### src/rtl/ecpeta_pipe.sv
// Two-stage pipelined ECPETA approximate adder with exact/approx mode per transaction,
// parallel exact reference for per-result error, and saturating accuracy statistics.
module ecpeta_pipe #(
  parameter int N     = 16,
  parameter int K     = 8,
  parameter int CNT_W = 32,
  parameter int ACC_W = 40
) (
  input  logic             clk,
  input  logic             rst,
  input  logic             in_valid,
  output logic             in_ready,
  input  logic [N-1:0]     a,
  input  logic [N-1:0]     b,
  input  logic             approx_en,
  output logic             out_valid,
  input  logic             out_ready,
  output logic [N-1:0]     sum,
  output logic             cout,
  output logic [N:0]       err,
  input  logic             clr_stats,
  output logic [CNT_W-1:0] op_cnt,
  output logic [ACC_W-1:0] err_acc
);

  localparam int H  = N - K;
  localparam int SW = ((ACC_W > N + 1) ? ACC_W : N + 1) + 1;
  localparam logic [SW-1:0] ACC_MAX = {{(SW-ACC_W){1'b0}}, {ACC_W{1'b1}}};

  logic             rdy_q;
  logic             s1_v_q, mode_q, c_q;
  logic [H-1:0]     ah_q, bh_q;
  logic [K-1:0]     lo_apx_q;
  logic [K:0]       lo_ex_q;
  logic             ov_q, cout_q;
  logic [N-1:0]     sum_q;
  logic [N:0]       err_q;
  logic [CNT_W-1:0] cnt_q, cnt_d;
  logic [ACC_W-1:0] acc_q, acc_d;

  logic             s1_load, s2_load, in_fire, out_fire;
  logic             c_d;
  logic [K-1:0]     lo_apx_d;
  logic [K:0]       lo_ex_d;
  logic [H:0]       hi_ex, hi_ap;
  logic [N:0]       ex_full, res_full, err_d;
  logic [SW-1:0]    acc_sum;

  // Ready is derived only from pipeline occupancy and downstream ready, never from in_valid.
  assign s2_load  = ~ov_q | out_ready;
  assign s1_load  = rdy_q & (~s1_v_q | s2_load);
  assign in_ready = s1_load;
  assign in_fire  = in_valid & s1_load;
  assign out_fire = ov_q & out_ready;

  always_comb begin
    c_d      = a[K-1] & b[K-1];
    lo_apx_d = c_d ? '1 : (a[K-1:0] | b[K-1:0]);
    lo_ex_d  = {1'b0, a[K-1:0]} + {1'b0, b[K-1:0]};
  end

  always_comb begin
    hi_ex    = {1'b0, ah_q} + {1'b0, bh_q} + {{H{1'b0}}, lo_ex_q[K]};
    hi_ap    = {1'b0, ah_q} + {1'b0, bh_q} + {{H{1'b0}}, c_q};
    ex_full  = {hi_ex, lo_ex_q[K-1:0]};
    res_full = mode_q ? {hi_ap, lo_apx_q} : ex_full;
    err_d    = (res_full >= ex_full) ? (res_full - ex_full) : (ex_full - res_full);
  end

  always_comb begin
    acc_sum = SW'(acc_q) + SW'(err_q);
    cnt_d   = cnt_q;
    acc_d   = acc_q;
    if (clr_stats) begin
      cnt_d = '0;
      acc_d = '0;
    end else if (out_fire) begin
      cnt_d = (cnt_q == '1) ? cnt_q : cnt_q + 1'b1;
      acc_d = (acc_sum > ACC_MAX) ? '1 : ACC_W'(acc_sum);
    end
  end

  always_ff @(posedge clk or posedge rst) begin
    if (rst) begin
      rdy_q    <= 1'b0;
      s1_v_q   <= 1'b0;
      mode_q   <= 1'b0;
      c_q      <= 1'b0;
      ah_q     <= '0;
      bh_q     <= '0;
      lo_apx_q <= '0;
      lo_ex_q  <= '0;
    end else begin
      rdy_q <= 1'b1;
      if (s1_load) s1_v_q <= in_valid;
      if (in_fire) begin
        mode_q   <= approx_en;
        c_q      <= c_d;
        ah_q     <= a[N-1:K];
        bh_q     <= b[N-1:K];
        lo_apx_q <= lo_apx_d;
        lo_ex_q  <= lo_ex_d;
      end
    end
  end

  always_ff @(posedge clk or posedge rst) begin
    if (rst) begin
      ov_q   <= 1'b0;
      sum_q  <= '0;
      cout_q <= 1'b0;
      err_q  <= '0;
      cnt_q  <= '0;
      acc_q  <= '0;
    end else begin
      cnt_q <= cnt_d;
      acc_q <= acc_d;
      if (s2_load) begin
        ov_q <= s1_v_q;
        if (s1_v_q) begin
          {cout_q, sum_q} <= res_full;
          err_q           <= err_d;
        end
      end
    end
  end

  assign out_valid = ov_q;
  assign sum       = sum_q;
  assign cout      = cout_q;
  assign err       = err_q;
  assign op_cnt    = cnt_q;
  assign err_acc   = acc_q;

endmodule

### config.mk
export PLATFORM = sky130hd
export DESIGN_NAME = ecpeta_pipe
export DESIGN_NICKNAME = d
export VERILOG_FILES = /design/src/rtl/ecpeta_pipe.sv
export SDC_FILE = /design/constraint.sdc
export NUM_CORES = 1
export LEC_CHECK = 0
export ABC_AREA = 1
export BUFFER_PORTS_ARGS = -buffer_cell sky130_fd_sc_hd__buf_2
export CORE_UTILIZATION = 59
export DETAILED_ROUTE_END_ITERATION = 16
export PLACE_DENSITY = 0.81
export SYNTH_ARGS = -nofsm -noshare
export SYNTH_HDL_FRONTEND = slang
export SYNTH_SLANG_ARGS = --single-unit
### constraint.sdc
create_clock -name clk -period 9 [get_ports clk]
set_input_delay 0.9 -clock clk [delete_from_list [all_inputs] [get_ports clk]]
set_output_delay 0.9 -clock clk [all_outputs]
set_load 0.02 [all_outputs]
Word-level counts from Yosys, hierarchy flattened
Cells that the tools add are included.
W data, S select, Z words.
{"block": "totals", "ff_bits": 144, "in_bits": 38, "output_inout_bits": 108, "elab_cells": 47}
{"block": "op_classes", "addsub": 8, "n_lt_le_gt_ge": 2, "eq_ne": 2, "muxes": 9, "bitwise": 9, "reduce_logical": 3}
{"op": "$mux W40", "count": 3}
{"op": "$mux W32", "count": 3}
{"op": "$add A40 B17 Y41", "count": 1}
{"op": "$gt A41 B40 Y1 const B", "count": 1}
{"op": "$mux W17", "count": 2}
{"op": "$sub A17 B17 Y17", "count": 2}
{"op": "$add A32 B1 Y32 const B", "count": 1}
{"op": "$eq A32 B32 Y1 const B", "count": 1}
{"op": "$add A8 B8 Y9", "count": 2}
{"op": "$add A9 B1 Y9", "count": 2}
{"op": "$ge A17 B17 Y1", "count": 1}
{"op": "$mux W8", "count": 1}
{"op": "$or A8 B8 Y8", "count": 1}
{"op": "$and A1 B1 Y1", "count": 4}
{"op": "$reduce_and A2 Y1", "count": 2}
{"op": "$ne A2 B2 Y1 const B", "count": 1}
{"op": "$not A1 Y1", "count": 2}
{"op": "$or A1 B1 Y1", "count": 2}
{"op": "$reduce_bool A2 Y1", "count": 1}

Logic depth before layout (Yosys ltp)
{"block": "depth", "depth_word": 5, "depth_mapped": 30, "depth_no_buf": 29}

Worst setup path before layout
OpenSTA, ideal clock, no wires.
{"block": "synth_timing", "kind": "reg2reg", "from": "reg ah_q[0]", "to": "reg err_q[11] (netlist: err[11])", "setup_time_ps": 117, "arrival_time_ps": 3495, "required_ps": 8883, "slack_ps": 5388, "path_stages_with_launch": 27, "n_path_buf": 2, "synth_period_minus_slack_ps": 3612, "cell_sequence": "dfrtp_1 > ha_1 > inv_1 > fa_1 > inv_1 > ha_1 > nand2_1 > nor3_2 > nand2_1 > nand2_1 > nand3_1 > nand2_2 > inv_1 > ha_1 > buf_2 > nand2_1 > nor2_1 > inv_2 > nor3_2 > nand3_1 > nand4_4 > inv_2 > buf_6 > nand2_1 > nand2_1 > nand2_1 > nand2_1"}
{"block": "synth_via", "elab_chain_len": 5, "elab_cells_between_ends": 8, "classes_between": "add/sub (5); order compare (1); mux (2)"}
{"item": "from (decl)", "line": "32", "rtl": "logic [H-1:0] ah_q, bh_q;"}
{"item": "from (signal assigned)", "line": "99", "rtl": "ah_q <= a[N-1:K];"}
{"item": "$add A8 B8 Y9 *", "line": "63, 64"}
{"item": "$add A9 B1 Y9, on equally long branches", "line": "63, 64"}
{"item": "$mux W17 *", "line": "66", "rtl": "res_full = mode_q ? {hi_ap, lo_apx_q} : ex_full;"}
{"item": "via res_full[14]", "line": "46", "rtl": "logic [N:0] ex_full, res_full, err_d;"}
{"item": "$ge A17 B17 Y1 *", "line": "67", "rtl": "err_d = (res_full >= ex_full) ? (res_full - ex_full) : (ex_full - res_full);"}
{"item": "$mux W17 *", "line": "67"}
{"item": "to (signal assigned)", "line": "122", "rtl": "err_q <= err_d;"}
{"item": "to (decl)", "line": "37", "rtl": "logic [N:0] err_q;"}
Mark *: on every way through the listed nets, which the timed path passes. The rest lies on a longest branch.
A chain may end at the register's enable or synchronous reset.

Final worst setup path
{"block": "layout_timing", "from": "reg bh_q[0]", "to": "reg err_q[8] (netlist: err[8])"}
{"block": "layout_via", "elab_chain_len": 5, "elab_cells_between_ends": 8, "classes_between": "add/sub (5); order compare (1); mux (2)"}
{"item": "from (decl)", "line": "32"}
{"item": "from (signal assigned)", "line": "100", "rtl": "bh_q <= b[N-1:K];"}
{"item": "$add A8 B8 Y9 *", "line": "63, 64"}
{"item": "$add A9 B1 Y9, on equally long branches", "line": "63, 64"}
{"item": "$mux W17 *", "line": "66"}
{"item": "via res_full[13]", "line": "46"}
{"item": "$ge A17 B17 Y1 *", "line": "67"}
{"item": "$mux W17 *", "line": "67"}
Marks and branches as above.

==> results.txt <==
path type of the worst setup path - reg -> reg
insertion delay of the later-clocked pin in the worst-skew pair - 0.43 ns
Detailed Route WL - 31.4 mm
type of destination of the critical path - register
global-route wire length before repair - 50.7 mm
post_cts resized - 0
critical hold path startpoint - cout
critical path's top delay family - simple AND/OR/NAND/NOR gates
post-synth cell types - 47
layout cell share with drive strength beyond 1 - 12.4%
number of buffers added to fix hold violations after cts - 0
Period Utilization, post-route - 47.8%
number of synthesized register bits - 144
adder-cell share of the synthesized area - 9.52%
# port buffers - 145
final-layout fill cell count - 1659
Crit Path Max Fanout - 18
final setup violating endpoints - 0
endpoint required time on the critical path - 9.31 ns
site row count - 50
mean instance size in the synthesized netlist - 6.74 sq um
Area growth, synth to finish - 12.2%
average vias per placed instance - 5.39
vias in the first global route - 10458
top-level port count - 146
number of buffers and inverters on the critical path - 5
final-report max-slew violation count - 0
DRC errors left - 0
routed length on met2 - 15.2 mm
multiplexer fraction of the synthesized cell area - 0%
maximum count of clock buffers along a single path - 2
number of cell instances on the worst register-to-register path - 23
clock-pin slew reported for the worst setup and hold paths after clock tree synthesis - 0.06 ns
pre-CTS worst setup slack - 4.75 ns
vertical extent of the die - 141 microns
Hold Path End - cout
CTS H-tree depth - 4
post-CTS setup buffer count - 0
startpoint type of the worst setup path - register
met1 WL - 13.6 mm
Reg-to-Reg End - err[8]
Inserted Clock Buffers - 17
count of inserted antenna diode cells - 0
die area - 19900 sq um
total vias in the final route - 11281
total half-perimeter wirelength after legalization and detailed placement - 24.0 mm
Sum Neg Setup Slack - 0 ns
core area - 18800 sq um
minimum period implied by the final worst setup slack - 4.30 ns
Max stage delay on crit path - 0.44 ns
final count of hold timing violations - 0
Clock Tree Root - clkbuf_16
share of the yosys chip area belonging to registers - 31.5%
critical path cell sequence - ha_1, inv_1, fa_1, xnor2_2, inv_2, nor2_4, nand2_2, o21ai_1, nand2_1, xor2_1, inv_2, ha_1, nand2_1, nor2_1, inv_2, nor3_2, nand3_1, nand4_4, inv_2, o21ai_0, nand2_1, nand2_1, nand2_1
compound-gate portion of the synthesized area - 11.3%
Synth Instances - 1696
worst slew margin relative to its limit - 26.4%
total iterations of the first detailed-routing run - 6
starting DRC count in detailed routing - 672
transition time at the pin with the least slew margin - 1.10 ns
GPL Wtd Cong - 0.956
cell with the biggest individual delay on the critical path - ha_1
mapped cell area - 11400 sq um
average wire per standard cell - 15.0 microns
total power density per cell area - 288 nW/um^2
reg-to-reg startpoint - bh_q[0]
final setup skew - 0.0112 ns
Peak Freq - 232 MHz
Post-Synth Simple-Gate Area - 33.4%
antenna violation net count after detailed routing - 0
TritonCTS clock tree - done
setup repair after global routing missed its margin - false
result of the run - completed
max capacitance violation total - 0
met3 routed wirelength - 1.92 mm
x dimension of the die - 141 microns
clock sink total - 144
number of warning messages in the yosys log - 0
Top Metal Used - met4
combinational family with the most area after synthesis - simple AND/OR/NAND/NOR gates
initial standard-cell utilization of the core - 60.7%
post-synthesis net count - 1818
class of the tightest hold or removal check - reg -> reg
xor-xnor portion of the synthesized cell area - 4.89%
cell count of the worst hold path - 2
post-route setup slack - 4.70 ns
pin count of the biggest net entering global routing - 81
total leakage power - 6.87 nW
initial antenna violation count - 0
data arrival at the endpoint of the critical path - 4.62 ns
Congestion Overflow GR - 0
Max IR drop VDD - 0.000207 V
cell type with the highest occurrence count on the critical path - nand2_1
global-route usage over all layers - 31.9%
number of nets in the finished design - 1942
worst-case register-to-register setup slack - 4.70 ns
==> cells in the mapped netlist, drive strengths merged <==
| cell | n | area share (%) |
|---|---|---|
| a21boi | 1 | 0.066 |
| or2 | 9 | 0.49 |
| a21oi | 65 | 2.8 |
| nor3 | 40 | 2.2 |
| xnor2 | 9 | 0.76 |
| clkbuf | 21 | 0.70 |
| o22ai | 1 | 0.055 |
| a21o | 5 | 0.33 |
| xor2 | 54 | 4.1 |
| buf | 23 | 1.3 |
| nand3b | 10 | 0.66 |
| o221ai | 1 | 0.077 |
| o211ai | 2 | 0.13 |
| o21bai | 4 | 0.26 |
| nor4 | 5 | 0.27 |
| nand4 | 28 | 1.7 |
| o21ai | 137 | 6.1 |
| fa | 5 | 0.88 |
| o21a | 3 | 0.20 |
| o31ai | 16 | 1.1 |
| nand3 | 94 | 4.3 |
| nor3b | 1 | 0.066 |
| nor2 | 121 | 4.1 |
| nand2 | 587 | 19 |
| and2 | 3 | 0.16 |
| ha | 79 | 8.6 |
| a31oi | 5 | 0.27 |
| inv | 220 | 7.2 |
| conb | 1 | 0.033 |
| dfrtp | 144 | 32 |
| clkinv | 2 | 0.066 |
==> worst max path at each step <==
stage,to,start,cells past startpoint
final,err[8],bh_q[0],23
after global routing,err[14],ah_q[0],24
after CTS,err[8],ah_q[0],24
after detailed placement,err[14],ah_q[0],24
after global placement,err[8],ah_q[0],23
after floorplan,ah_q[0],rst,1
==> per-layer routing <==
metal	vias to the layer above	track usage, %
li1	5685	-
met1	5157	40.5
met2	383	54.7
met3	56	5.60
met4	0	10.4
met5	-	0
==> where the power goes <==
| group | switching, mW | internal [mW] |
|---|---|---|
| Clock | 0.293 | 0.370 |
| Combinational | 1.43 | 0.708 |
| Sequential | 0.120 | 0.773 |
| Total | 1.84 | 1.85 |
==> registers in the layout, indices dropped and copies added (netlist names), 8 cells and up <==
signal and flops:
lo_apx_q 8, bh_q 8, lo_ex_q 9, ah_q 8, err_acc 40, op_cnt 32, err 17, sum 16
==> placed cells by master, fill, tap and decap left out, drive strengths merged <==
master and n:
clkinvlp 5, o221ai 1, nand2 587, o21ai 137
clkinv 4, buf 149, nor4 5, xnor2 9
o21a 3, clkbuf 22, nor3b 1, o22ai 1
nor2 121, or2 9, nand3 94, and2 3
dfrtp 144, ha 79, xor2 54, nand3b 10
a21oi 65, a21o 5, o21bai 4, a21boi 1
inv 223, nand4 28, o211ai 2, o31ai 16
nor3 40, fa 5, a31oi 5, conb 1
==> worst reg2reg max path, delay by kind of cell (launching register included) <==
family / cells / cell delay [ns]
xor gates and xnor gates: 2 / 0.53
buffers and inverters: 5 / 0.50
DFF: 1 / 0.36
and+or+nand+nor: 11 / 1.42
AOI/OAI and AO/OA: 2 / 0.34
adders and majority gates: 3 / 1.05
==> cell type report <==
cell class	instances	area, sq um	area share [%]
flip-flops and latches	144	3600	28.1
well taps	260	325	2.53
inverters	222	838	6.53
repair buffers	149	756	5.89
clock buffers	22	464	3.62
clock inverters	10	77.6	0.604
multi-input cells	1286	6770	52.7
==> cell families (layout without fill, tap and decap cells) <==
logic type / count (synthesis) / after routing
AND/OR/NAND/NOR: 898 / 898
buffers and inverters: 266 / 403
AO/OA/AOI/OAI: 240 / 240
flip-flops: 144 / 144
adder cells (fa/ha/maj): 84 / 84
XOR/XNOR: 63 / 63
other: 1 / 1
==> per-stage QoR <==
stage                     hold WS, ns  std cells  power [mW]  cell area (sq um)  util [%]
final                           0.485       2093        3.69              12800      68.2
after global routing            0.495       2093        3.99              12800      68.2
after CTS                       0.487       2093        3.69              12800      68.2
after detailed placement        0.469       2061        3.02              12300      65.3
after global placement          0.461       2061        3.00              12300      65.3
after floorplan                 0.446       1696        2.48              11400         -
No activity file was read; power rests on OpenSTA's default activity.
